### src/rtl/adder_pkg.sv
// Shared constants, helpers and FSM state type for the adder sum serializer
// and the companion beat counter.
package adder_pkg;

    localparam int ADDER_WIDTH_DFLT = 152;
    localparam int OUT_WIDTH_DFLT   = 32;

    // Number of OUT_WIDTH beats needed to carry a sumWidth-bit value
    function automatic int calcBeats(input int sumWidth, input int beatWidth);
        return (sumWidth + beatWidth - 1) / beatWidth;
    endfunction

    // Counter width that can hold 0..n-1, never narrower than one bit
    function automatic int cntWidth(input int n);
        return (n > 1) ? $clog2(n) : 1;
    endfunction

    localparam int BEATS_DFLT = calcBeats(ADDER_WIDTH_DFLT + 1, OUT_WIDTH_DFLT);

    typedef enum logic {
        IDLE = 1'b0,
        SEND = 1'b1
    } ser_state_t;

endpackage

### src/rtl/ser_beat_counter.sv
// Modulo-COUNT beat counter with synchronous clear and a terminal-count flag.
// Shared between the sum serializer and the operand deserializer.
module ser_beat_counter
    import adder_pkg::*;
#(
    parameter int COUNT = BEATS_DFLT
) (
    input  logic clk,
    input  logic rst,
    input  logic i_clear,
    input  logic i_inc,
    output logic o_tc
);

    localparam int            CW   = cntWidth(COUNT);
    localparam logic [CW-1:0] LAST = CW'(COUNT - 1);

    logic [CW-1:0] r_count;

    // Clear wins over increment so a fresh load on the final beat restarts at zero
    always_ff @(posedge clk or posedge rst) begin
        if (rst) begin
            r_count <= '0;
        end else if (i_clear) begin
            r_count <= '0;
        end else if (i_inc) begin
            if (r_count == LAST) begin
                r_count <= '0;
            end else begin
                r_count <= r_count + 1'b1;
            end
        end
    end

    assign o_tc = (r_count == LAST);

endmodule

### src/rtl/adder_sum_serializer.sv
// Splits a wide adder sum into LSB-first OUT_WIDTH beats with valid/ready handshakes.
// Optional macro SUM_SER_PARITY_EN adds an out_parity output (XOR of out_data).
module adder_sum_serializer
    import adder_pkg::*;
#(
    parameter int ADDER_WIDTH = ADDER_WIDTH_DFLT,
    parameter int OUT_WIDTH   = OUT_WIDTH_DFLT
) (
    input  logic                 clk,
    input  logic                 rst,
    input  logic [ADDER_WIDTH:0] sum_in,
    input  logic                 sum_valid,
    output logic                 sum_ready,
    output logic [OUT_WIDTH-1:0] out_data,
    output logic                 out_valid,
    input  logic                 out_ready,
`ifdef SUM_SER_PARITY_EN
    output logic                 out_parity,
`endif
    output logic                 out_last
);

    localparam int BEATS   = calcBeats(ADDER_WIDTH + 1, OUT_WIDTH);
    localparam int SHIFT_W = BEATS * OUT_WIDTH;

    ser_state_t         r_state;
    ser_state_t         w_nextState;
    logic [SHIFT_W-1:0] r_shift;
    logic [SHIFT_W-1:0] w_load;
    logic               w_accept;
    logic               w_xfer;
    logic               w_tc;

    ser_beat_counter #(
        .COUNT (BEATS)
    ) u_beatCounter (
        .clk     (clk),
        .rst     (rst),
        .i_clear (w_accept),
        .i_inc   (w_xfer),
        .o_tc    (w_tc)
    );

    // Handshake flags and next state; sum_ready depends on out_ready only
    always_comb begin
        w_nextState = r_state;
        sum_ready   = 1'b0;
        out_valid   = 1'b0;
        out_last    = 1'b0;
        case (r_state)
            IDLE: begin
                sum_ready = 1'b1;
                if (sum_valid) begin
                    w_nextState = SEND;
                end
            end
            SEND: begin
                out_valid = 1'b1;
                out_last  = w_tc;
                sum_ready = w_tc && out_ready;
                if (w_tc && out_ready) begin
                    w_nextState = sum_valid ? SEND : IDLE;
                end
            end
            default: begin
                w_nextState = IDLE;
            end
        endcase
    end

    assign w_accept = sum_valid && sum_ready;
    assign w_xfer   = out_valid && out_ready;

    always_comb begin
        w_load                = '0;
        w_load[ADDER_WIDTH:0] = sum_in;
    end

    always_ff @(posedge clk or posedge rst) begin
        if (rst) begin
            r_state <= IDLE;
        end else begin
            r_state <= w_nextState;
        end
    end

    // A new sum overrides the shift on the last-beat handover, keeping beats gapless
    always_ff @(posedge clk or posedge rst) begin
        if (rst) begin
            r_shift <= '0;
        end else if (w_accept) begin
            r_shift <= w_load;
        end else if (w_xfer) begin
            r_shift <= r_shift >> OUT_WIDTH;
        end
    end

    assign out_data = r_shift[OUT_WIDTH-1:0];

`ifdef SUM_SER_PARITY_EN
    assign out_parity = ^out_data;
`endif

endmodule

### config.mk
export PLATFORM = sky130hd
export DESIGN_NAME = adder_sum_serializer
export DESIGN_NICKNAME = d
export VERILOG_FILES = /design/src/rtl/adder_pkg.sv /design/src/rtl/ser_beat_counter.sv /design/src/rtl/adder_sum_serializer.sv
export SDC_FILE = /design/constraint.sdc
export NUM_CORES = 1
export LEC_CHECK = 0
export CAP_MARGIN = 10
export CORE_MARGIN = 1.5
export CORE_UTILIZATION = 58
export CTS_BUF_LIST = sky130_fd_sc_hd__clkbuf_2
export DETAILED_ROUTE_END_ITERATION = 16
export PLACE_DENSITY = 0.95
export SLEW_MARGIN = 30
export SYNTH_ARGS = -nofsm -noshare
export SYNTH_HDL_FRONTEND = slang
export SYNTH_HIERARCHICAL = 1
export SYNTH_SLANG_ARGS = --single-unit
### constraint.sdc
create_clock -name clk -period 13.56 [get_ports clk]
set_input_delay 2.034 -clock clk [delete_from_list [all_inputs] [get_ports clk]]
set_output_delay 2.034 -clock clk [all_outputs]
set_load 0.02 [all_outputs]
# == After elaboration in Yosys (flattened, before gate mapping) ==
# Cells that the tools add are included.
# word_totals
regBits,164
out_inout_bits,35
# classes
n_eq_ne,1
n_addsub,1
bitwise_logic,1
reduce_logical,4
n_mux,11
# ops
op,n
$mux 160,2
$mux 3,3
$mux 1,4
$pmux 1 s2,2
$add 3x1->3 const B,1
$eq 3x3->1 const B,1
$logic_and 1x1->1,3
$reduce_bool 2->1,1
$not 1->1,1

# == Logic depth before layout (Yosys ltp) ==
# depth
word_depth,5
mapped_depth,9
ltp_nobuf,7

# == Hierarchy ==
# Netlist, hierarchy kept.
# by_module_without_submodules
module,cells_per_inst,n_inst,area_each_um2,seq_area_each_um2
adder_sum_serializer,862,1,8954.8,3853.7
ser_beat_counter,19,1,176.4,75.1

# == Least setup slack after synthesis ==
# Ideal clock, no wire load.
# synth_timing
path_type,in2out
start,input port out_ready
end,output port sum_ready
cell_stages,3
setup_slack_ps,9046
n_path_buf,1
arrival_time_ps,2480
cell_sequence,buf_2 a21boi_1 inv_1
# synth_via
elab_chain_len,2
# synth_lines
item,line_no,text
from (decl),adder_sum_serializer.sv:16,"input logic out_ready,"
$logic_and 1x1->1,adder_sum_serializer.sv:60,sum_ready = w_tc && out_ready;
$pmux 1 s2,adder_sum_serializer.sv:50,case (r_state)
to (decl),adder_sum_serializer.sv:13,"output logic sum_ready,"
# No other way between the ends.

# == Worst setup path after layout ==
# Same ends and word-level chain as after synthesis.

==> results.json <==
{
  "status": "finished clean",
  "critical_path.max_fanout": 59,
  "combinational_cell_fraction_of_total_power_pct": 45.2,
  "cts-resized-gates": 0,
  "rsz_0062_raised_after_global_routing": "false",
  "synth_commonest_cells": "157 x dfrtp_1, 125 x nand2b_1, 124 x a21oi_1",
  "maxCapViolCount": 0,
  "post_cts_hold_buffer_count": 0,
  "timing.critical_path.cells": "buf_4, a21boi_1, inv_1, clkdlybuf4s50_1",
  "r2r.worst_path.cells": 9,
  "synthesis.nets": 1040,
  "slowest_delay_ns": 0.63,
  "design.portCount": 192,
  "clock-root-buffer": "clkbuf_2",
  "grt_util_all_layers_pct": 27.9,
  "area_growth_pct": 19.8,
  "worst_setup_hold_path_clk_slew_ns": 0.19,
  "wire_length_of_the_first_global_routing_pass_mm": 36.4,
  "worst_setup_path_start_kind": "input pin",
  "type_of_the_worst_setup_path": "input pin to primary output",
  "skew_ns": 0.0297,
  "numClockSinks": 157,
  "finalNetCount": 1146,
  "finalWirelength_mm": 22.5,
  "final_hold_violations": 0,
  "measured_slew_at_the_worst_slew_check_pin_ns": 0.982,
  "achievable-frequency_ghz": 0.181,
  "power_per_cell_area_mw_per_mm2": 168,
  "cts_setup_buffers": 0,
  "critPathArrivalTime_ns": 3.50,
  "regToRegSetupSlack_ns": 10.47,
  "synthesis.area_per_instance_um2": 10.4,
  "std_cell_core_area_mm2": 0.0153,
  "synth_top_cell_by_area": "dfrtp_1",
  "globalRouteOverflowTotal": 0,
  "start_util_pct": 59.6,
  "setup_violations": 0,
  "drc_errors": 0,
  "ys_seq_area_share_pct": 43.0,
  "synthTopCellsByArea": "dfrtp_1 43%, mux2i_1 13%, nand2b_1 8.6%",
  "synth_edf_count": 0,
  "final_cell_area_excluding_filler_cells_mm2": 0.0109,
  "yosys_most_used_dff": "dfrtp_1",
  "vdd.ir_drop.worst_mv": 0.0763,
  "slew-limit-headroom_pct": 34.6,
  "internal_power_w": 0.00114,
  "detailedRoute.firstIterationViolations": 710,
  "p_sw_share_pct": 37.8,
  "timing.hold.ws_ns": 0.523,
  "vias": 7291,
  "pwr-share-clk_pct": 12.6,
  "synthMostInstantiatedCell": "dfrtp_1",
  "instances_no_fill": 1211,
  "cts_htree_levels": 4,
  "crit_path_top_delay_cell": "clkdlybuf4s50_1",
  "synth-warning-count": 6,
  "dpl.hpwl_mm": 14.7,
  "clk-insertion-delay-late_ns": 0.76,
  "cts_buffer_count": 17,
  "drtAntennaViolNets": 0,
  "first_global_vias": 7185,
  "synthDistinctLibCells": 23,
  "syn-cell-area_mm2": 0.00913,
  "cts_tree": "done",
  "final_period_minus_worst_setup_slack_ns": 5.53,
  "finalSetupTns_ns": 0,
  "rows": 45,
  "worstSetupEndpointType": "primary output",
  "synth_top_area_share_pct": 43.0,
  "sequentialPowerShare_pct": 42.2,
  "clk_path_buf_depth": 2,
  "yosys_register_bits": 157,
  "final_routed_wire_length_divided_by_cell_count_um": 18.6,
  "timing.final.max_slew_violations": 0,
  "cell_area_after_placement_mm2": 0.0107,
  "fraction_of_registers_with_async_set_reset_pct": 100,
  "total_switching_power_w": 0.000694,
  "port-buffer-count": 191,
  "total_leakage_power_nw": 5.23,
  "hp-class": "flip-flop to flip-flop",
  "floorplan_die_width_um": 128,
  "place.gp.congestion": 0.809,
  "detailedRoute.firstPassIterationCount": 5,
  "final.period_utilization_pct": 40.8,
  "grt_max_degree": 89,
  "whs_path_depth": 1,
  "place_inst": 1179,
  "detail_route.vias_per_cell": 6.02,
  "drive_above_1_share_pct": 11.6,
  "synthCells": 881,
  "chipHeight_um": 128,
  "worst_path_required_time_ns": 11.53,
  "die_area_mm2": 0.0165,
  "antenna_found_initial": 1
}
## critical path, delay by kind of cell
family	cells	cell delay, ns
buf+inv	3	1.26
compound gates	1	0.21
## power groups by stage
stage	Combinational (W)	Sequential (W)	Clock, W
floorplan	0.000675	0.000726	0
global placement	0.000793	0.000769	0
detailed placement	0.000828	0.000783	0
CTS	0.000831	0.000770	0.000233
global route	0.000912	0.000797	0.000254
finish	0.000830	0.000774	0.000230
## per-layer routing
layer	share of wire, %	routed length (µm)	vias to the layer above	global-route usage, %
met5	0	0	-	0
met4	2.8	637	0	11.9
met3	5.3	1200	44	4.12
met2	45	10300	276	42.4
met1	46	10400	3530	40.0
li1	-	-	3441	-
## state kept, by name, summed over array words and instances, names as in the netlist
signal,count
r_shift,153
u_beatCounter/r_count,3
r_state,1
## path summary, 6_finish.rpt
kind	to	start
min in group asynchronous	u_beatCounter/r_count[1]	rst
hold reg to reg	r_shift[140]	r_shift[140]
setup reg to reg	r_shift[36]	u_beatCounter/r_count[0]
max in group asynchronous	r_shift[43]	rst
setup / recovery	sum_ready	out_ready
hold / removal	r_shift[140]	r_shift[140]
## through the flow
stage	setup WS (ns)	total power [W]	utilization [%]
detailed placement	8.04	0.00161	70.2
finish	8.03	0.00183	71.4
CTS	8.04	0.00183	71.4
global route	7.92	0.00196	71.4
global placement	8.09	0.00156	70.1
floorplan	7.38	0.00140	-
## cells in the final DEF, fill, tap and decap left out, drive strengths merged
cell type / instances
clkbuf: 17
a22o: 32
clkinvlp: 4
inv: 6
mux2: 67
clkdlybuf4s50: 189
dfrtp: 157
nand2: 2
or2: 1
buf: 12
o211a: 1
a21boi: 2
nor2b: 1
bufinv: 1
a21oi: 124
mux2i: 121
clkinv: 9
o22ai: 121
nor3: 1
nand3: 2
nand2b: 125
diode: 1
ha: 2
and2: 2
## cells by family after synthesis
family                   count (synthesis)  share of synthesized area [%]
AND/OR/NAND/NOR                        134                           9.14
flip-flops                             157                           43.0
adder cells (fa/ha/maj)                  2                          0.274
buffers and inverters                  120                           7.56
multiplexers                           188                           21.5
AO/OA/AOI/OAI                          280                           18.5
## layout make-up
type | count | area (µm²)
Clock inverter | 14 | 105
Multi-Input combinational cell | 604 | 4530
Timing Repair Buffer | 201 | 1990
Inverter | 6 | 27.5
Antenna cell | 1 | 2.50
Tap cell | 211 | 264
Clock buffer | 17 | 85.1
Sequential cell | 157 | 3930
Fill cell | 1139 | 4380
(Power assumes the default switching activity.)
